--- src/rtl/exu_gpr_file.sv ---
// -----------------------------------------------------------------------------
// exu_gpr_file
//
// Integer register file x0..x31 with two combinational read ports and one
// write port. x0 is hardwired to zero and is not stored.
//
// After reset a clear sequencer zeroes x1..x31, one register per cycle,
// through the single array write port. This models a 1W RAM that cannot be
// flash-cleared. o_rdy rises once the last register has been cleared. EXU
// issue is expected to stall while o_rdy is low.
//
// Each read port returns the write port's data in the same cycle when the
// addresses match (write-first bypass). An idle port (vld=0) returns zero.
//
// Ports
//   i_clk            clock, all state updates on posedge
//   i_rst            synchronous active-high reset; (re)starts the clear
//   i_gpr_r1_vld     read port 1 valid
//   i_gpr_r1_addr    read port 1 register address
//   o_gpr_r1_data    read port 1 data (combinational)
//   i_gpr_r2_vld     read port 2 valid
//   i_gpr_r2_addr    read port 2 register address
//   o_gpr_r2_data    read port 2 data (combinational)
//   i_gpr_w_wen      write enable
//   i_gpr_w_addr     write register address (x0 writes are dropped)
//   i_gpr_w_data     write data
//   o_rdy            high once the post-reset clear has finished
// -----------------------------------------------------------------------------
module exu_gpr_file #(
  parameter int unsigned XLEN = 32,
  parameter int unsigned AW   = 5
) (
  input  logic            i_clk,
  input  logic            i_rst,
  // Read port 1
  input  logic            i_gpr_r1_vld,
  input  logic [AW-1:0]   i_gpr_r1_addr,
  output logic [XLEN-1:0] o_gpr_r1_data,
  // Read port 2
  input  logic            i_gpr_r2_vld,
  input  logic [AW-1:0]   i_gpr_r2_addr,
  output logic [XLEN-1:0] o_gpr_r2_data,
  // Write port
  input  logic            i_gpr_w_wen,
  input  logic [AW-1:0]   i_gpr_w_addr,
  input  logic [XLEN-1:0] i_gpr_w_data,
  // Status
  output logic            o_rdy
);

  localparam int unsigned NREGS = 2 ** AW;
  localparam logic [AW-1:0] LastIdx  = AW'(NREGS - 1);
  localparam logic [AW-1:0] FirstIdx = AW'(1);

  typedef enum logic [1:0] {
    StClear = 2'd0,
    StRun   = 2'd1
  } state_e;

  // ---------------------------------------------------------------------------
  // State
  // ---------------------------------------------------------------------------
  state_e          r_state;
  logic [AW-1:0]   r_clr_idx;
  logic            r_rdy;

  // x0 is not stored; index range starts at 1.
  logic [XLEN-1:0] r_regs [1:NREGS-1];

  // ---------------------------------------------------------------------------
  // Array write port: shared by the clear sequencer and the architectural
  // write port. Nothing is written in a cycle where reset is sampled.
  // ---------------------------------------------------------------------------
  logic            w_run;
  logic            w_arch_wr;
  logic            w_wr_en;
  logic [AW-1:0]   w_wr_addr;
  logic [XLEN-1:0] w_wr_data;

  assign w_run     = (r_state == StRun) && !i_rst;
  assign w_arch_wr = w_run && i_gpr_w_wen && (i_gpr_w_addr != '0);

  always_comb begin
    w_wr_en   = 1'b0;
    w_wr_addr = FirstIdx;
    w_wr_data = '0;
    if (!i_rst) begin
      if (r_state == StClear) begin
        w_wr_en   = 1'b1;
        w_wr_addr = r_clr_idx;
        w_wr_data = '0;
      end else if (w_arch_wr) begin
        w_wr_en   = 1'b1;
        w_wr_addr = i_gpr_w_addr;
        w_wr_data = i_gpr_w_data;
      end
    end
  end

  // RAM-style storage, no reset: contents are cleared by the sequencer.
  always_ff @(posedge i_clk) begin
    if (w_wr_en) begin
      r_regs[w_wr_addr] <= w_wr_data;
    end
  end

  // ---------------------------------------------------------------------------
  // Clear sequencer / mode FSM. o_rdy is registered and rises on the same
  // edge that writes the last register, so exit always precedes index wrap.
  // ---------------------------------------------------------------------------
  always_ff @(posedge i_clk) begin
    if (i_rst) begin
      r_state   <= StClear;
      r_clr_idx <= FirstIdx;
      r_rdy     <= 1'b0;
    end else begin
      unique case (r_state)
        StClear: begin
          if (r_clr_idx == LastIdx) begin
            r_state <= StRun;
            r_rdy   <= 1'b1;
          end else begin
            r_clr_idx <= r_clr_idx + FirstIdx;
          end
        end
        StRun: begin
          r_rdy <= 1'b1;
        end
        default: begin
          r_state   <= StClear;
          r_clr_idx <= FirstIdx;
          r_rdy     <= 1'b0;
        end
      endcase
    end
  end

  assign o_rdy = r_rdy;

  // ---------------------------------------------------------------------------
  // Read ports
  // ---------------------------------------------------------------------------
  // Stored value for an address; x0 reads zero without touching the array.
  logic [XLEN-1:0] w_r1_stored;
  logic [XLEN-1:0] w_r2_stored;
  logic            w_r1_byp;
  logic            w_r2_byp;

  assign w_r1_stored = (i_gpr_r1_addr == '0) ? '0 : r_regs[i_gpr_r1_addr];
  assign w_r2_stored = (i_gpr_r2_addr == '0) ? '0 : r_regs[i_gpr_r2_addr];

  // w_arch_wr already excludes x0, so a bypass can never leak x0 writes.
  assign w_r1_byp = w_arch_wr && (i_gpr_w_addr == i_gpr_r1_addr);
  assign w_r2_byp = w_arch_wr && (i_gpr_w_addr == i_gpr_r2_addr);

  // Idle ports and every read outside RUN return zero so downstream logic
  // does not toggle.
  always_comb begin
    o_gpr_r1_data = '0;
    if (w_run && i_gpr_r1_vld && (i_gpr_r1_addr != '0)) begin
      o_gpr_r1_data = w_r1_byp ? i_gpr_w_data : w_r1_stored;
    end
  end

  always_comb begin
    o_gpr_r2_data = '0;
    if (w_run && i_gpr_r2_vld && (i_gpr_r2_addr != '0)) begin
      o_gpr_r2_data = w_r2_byp ? i_gpr_w_data : w_r2_stored;
    end
  end

  // ---------------------------------------------------------------------------
  // Simulation checks
  // ---------------------------------------------------------------------------
  a_r1_known: assert property (@(posedge i_clk) disable iff (i_rst)
    ((r_state == StRun) && i_gpr_r1_vld && !$isunknown(i_gpr_r1_addr))
      |-> !$isunknown(o_gpr_r1_data));

  a_r2_known: assert property (@(posedge i_clk) disable iff (i_rst)
    ((r_state == StRun) && i_gpr_r2_vld && !$isunknown(i_gpr_r2_addr))
      |-> !$isunknown(o_gpr_r2_data));

  a_wen_known: assert property (@(posedge i_clk) disable iff (i_rst)
    r_rdy |-> !$isunknown(i_gpr_w_wen));

endmodule

--- config.mk ---
export PLATFORM = sky130hd
export DESIGN_NAME = exu_gpr_file
export DESIGN_NICKNAME = d
export VERILOG_FILES = /design/src/rtl/exu_gpr_file.sv
export SDC_FILE = /design/constraint.sdc
export NUM_CORES = 1
export LEC_CHECK = 0
export BUFFER_PORTS_ARGS = -buffer_cell sky130_fd_sc_hd__buf_2
export CORE_UTILIZATION = 55
export DETAILED_ROUTE_END_ITERATION = 16
export PLACE_DENSITY = 0.79
export SLEW_MARGIN = 20
export SYNTH_ARGS = -nofsm -noshare
export SYNTH_HDL_FRONTEND = slang
export SYNTH_SLANG_ARGS = --single-unit
export TNS_END_PERCENT = 30
--- constraint.sdc ---
create_clock -name i_clk -period 3.4 [get_ports i_clk]
set_input_delay 0.17 -clock i_clk [delete_from_list [all_inputs] [get_ports i_clk]]
set_output_delay 0.17 -clock i_clk [all_outputs]
set_load 0.01 [all_outputs]
==> flow_metrics.tcl <==
set metrics [dict create \
    fin_nets 2776 \
    cts_tree "yes" \
    r2r_cells 6 \
    layout_min_cycle_time_ns 3.30 \
    coreArea_mm2 0.0850 \
    top_layer "met5" \
    finalPower_mw 25.5 \
    max-clock-path-buffers 3 \
    power_leakage_nw 15.2 \
    synth-seq-cells 999 \
    hold_violations 0 \
    combPwrFrac_pct 6.4 \
    ys_dominant_reg_cell "edfxtp_1" \
    area_delta_synth_final_pct 12.8 \
    avgSynthCellArea_um2 18.4 \
    wl_met1_um 45100 \
    clock_latency_ns 0.67 \
    numCtsBuffers 95 \
    synthSimpleGateAreaFrac_pct 2.33 \
    pin_count 117 \
    async_reset_ff_share_pct 0 \
    final_cell_mix "992 x edfxtp_1, 448 x mux4_2, 130 x mux2i_1" \
    min_to "r_regs[4][14]$_DFFE_PP_" \
    num_vias 29000 \
    min_from "i_gpr_w_data[14]" \
    final_layout_size_suffix_gt1_share_pct 33.8 \
    final_common_cell "edfxtp_1" \
    r2r_setup_slack_ns 0.54 \
    overflow 0 \
    final_area_mm2 0.0532 \
    finalClockSkew_ns 0.0208 \
    slowest_stage "dfxtp_1" \
    multi_input_area_mm2 0.0164 \
    ys_seq_area_share_pct 63.5 \
    setup_viol_count_final 0 \
    final-max-slew-violation-count 0 \
    root_buffer "clkbuf_16" \
    internal_power_mw 19.9 \
    max_stage_delay_ns 0.48 \
    grtUsageTotal_pct 31.2 \
    grt_antenna_before_repair 11 \
    htree_levels 3 \
    synth_cells 2568 \
    place_hpwl_um 81200 \
    r2r-start "r_state[0]$_SDFFE_PP0P_" \
    path_clk_slew_ns 0.06 \
    initialDrtViolationCount 4329 \
    syn_nets 2622 \
    synth_edf_count 992 \
    wl_per_cell_um 34.1 \
    dr.pass1.iters 7 \
    die_w_um 295 \
    crit_fanout 32 \
    worstSetupStartpointType "register" \
    tightest_slew_ns 1.02 \
    fillers 5588 \
    grt_start_max_net_pins 79 \
    ys_warn_count 0 \
    route.met3.wl_um 22400 \
    synthAdderAreaFrac_pct 0.0531 \
    outcome "finished, final reports clean" \
    netlist_area_mm2 0.0472 \
    required_ns 3.23 \
    synth_compound_area_share_pct 6.44 \
    setup_tns_ns 0 \
    rsz0062_at_grt "false" \
    switching_share_pct 21.8 \
    power_frac_seq_pct 52.9 \
    dieArea_mm2 0.0869 \
    path_class "register to output pin" \
    antenna_left 0 \
    crit_chain "buf_4, and2b_1, o311ai_0, nor4_4, buf_12, nand2_1, o21ai_1, buf_2" \
    drc 0 \
    end_kind "output pin" \
    rr_endpoint "r_regs[14][1]$_DFFE_PP_" \
    via_per_inst 7.34 \
    start_util_pct 55.5 \
    relSlewSlack_pct 31.7 \
    postCtsSetupRepairBufs 0 \
    hold_path_depth 2 \
    p_clk_share_pct 40.7 \
    gp_congestion 0.859 \
    grt_pass1_wl_um 194000 \
    synth-xor-area-share_pct 0.241 \
    ys_types 53 \
    regArea_mm2 0.0299 \
    wl_met2_um 61200 \
    first_global_vias 29000 \
    drt-total-wl_um 134000 \
    ir_drop_v 0.000345 \
    worstPathArrival_ns 3.13 \
    fp.dieH_um 295 \
    placed_area_mm2 0.0501 \
    clock-sinks 999 \
    synth_top_family_by_area "multiplexers" \
    drv_cap 0 \
    power_density_mw_per_mm2 479 \
    port_buffers 116 \
    synth.area.mux_share_pct 25.2 \
    placementRows 107 \
    p_sw_mw 5.55 \
    fin_crit_sh_pct 97.0 \
    fmax_mhz 303 \
    hp-class "primary input to register" \
]
[worst max-delay path by stage]
stage / startpoint / end / depth (start not counted)
after floorplan: r_state[0]$_SDFFE_PP0P_ / r_regs[31][0]$_DFFE_PP_ / 6
after global placement: i_gpr_r1_addr[1] / o_gpr_r1_data[14] / 7
after detailed placement: i_gpr_r1_addr[1] / o_gpr_r1_data[14] / 7
after CTS: r_state[0]$_SDFFE_PP0P_ / o_gpr_r2_data[26] / 8
after global routing: r_state[0]$_SDFFE_PP0P_ / o_gpr_r2_data[0] / 8
final: r_state[0]$_SDFFE_PP0P_ / o_gpr_r2_data[0] / 8
[registers in the layout, summed over array words and instances, names as in the netlist]
signal,cells
r_regs,992
o_rdy,1
r_state,1
r_clr_idx,5
[logic make-up after synthesis]
kind of cell	Yosys count
compound gates	470
xor+xnor	13
fa+ha+maj	2
buf+inv	217
flops	999
mux	622
simple gates	245
[power by group through the flow]
stage | logic (mW) | clock network [mW] | registers (mW)
after floorplan | 1.05 | 0 | 13.7
after global placement | 1.56 | 0 | 13.7
after detailed placement | 1.59 | 0 | 13.7
after CTS | 1.60 | 10.4 | 13.5
after global routing | 1.70 | 10.8 | 13.5
final | 1.63 | 10.4 | 13.5
[cell usage after synthesis, types with 3 or more instances]
library cell,n,share of area [%]
and2_1,32,0.42
buf_6,7,0.17
dfxtp_1,7,0.30
a22o_1,20,0.37
xnor2_1,11,0.20
o221ai_1,20,0.37
o22ai_1,65,0.86
nand2b_1,4,0.053
a21oi_1,115,1.2
o21ai_0,68,0.72
a211o_1,42,0.78
or2_2,5,0.066
nor2_1,126,1.0
mux2i_1,130,2.8
mux2_2,44,1.1
a211oi_1,84,1.3
nand3_1,9,0.096
buf_1,9,0.072
inv_1,3,0.024
edfxtp_1,992,63
mux4_2,448,21
buf_4,15,0.24
nand2_1,54,0.43
clkbuf_1,81,0.64
buf_2,98,1.0
o21ai_1,42,0.45
[cell type report]
| class | instances | share of cell area [%] |
|---|---|---|
| inverter | 3 | 0.0212 |
| clock buffer | 116 | 4.74 |
| multi-input combinational | 1352 | 30.9 |
| tap | 1144 | 2.69 |
| sequential | 999 | 56.2 |
| antenna | 4 | 0.0188 |
| timing repair buffer | 271 | 4.51 |
| clock inverter | 56 | 0.908 |
[critical path: cells and delay by family (launching register included)]
family                 cells  cell delay, ns
buffers and inverters      3            0.74
AO/OA/AOI/OAI              2            0.52
AND/OR/NAND/NOR            3            0.68
flip-flops                 1            0.48
[per-layer routing]
layer,vias up,global-route usage [%]
li1,11200,-
met1,14700,41.3
met2,2605,46.7
met3,419,11.6
met4,16,13.0
met5,-,0
[per-stage QoR]
step | util [%] | instances | hold WS, ns | setup WS (ns)
final | 62.6 | 3945 | 0.119 | 0.102
after global routing | 62.6 | 3941 | 0.108 | 0.0488
after CTS | 62.5 | 3939 | 0.0783 | 0.187
after detailed placement | 59.0 | 3766 | 0.498 | 0.434
after global placement | 59.0 | 3766 | 0.487 | 0.521
after floorplan | - | 2568 | 0.463 | 0.346
[what timing repair did]
item	4_1_cts	5_1_grt
hold endpoints to repair	7	0
setup endpoints to repair	0	2
hold buffers	1	0
resized for setup	0	2
No activity file was read; power rests on OpenSTA's default activity.
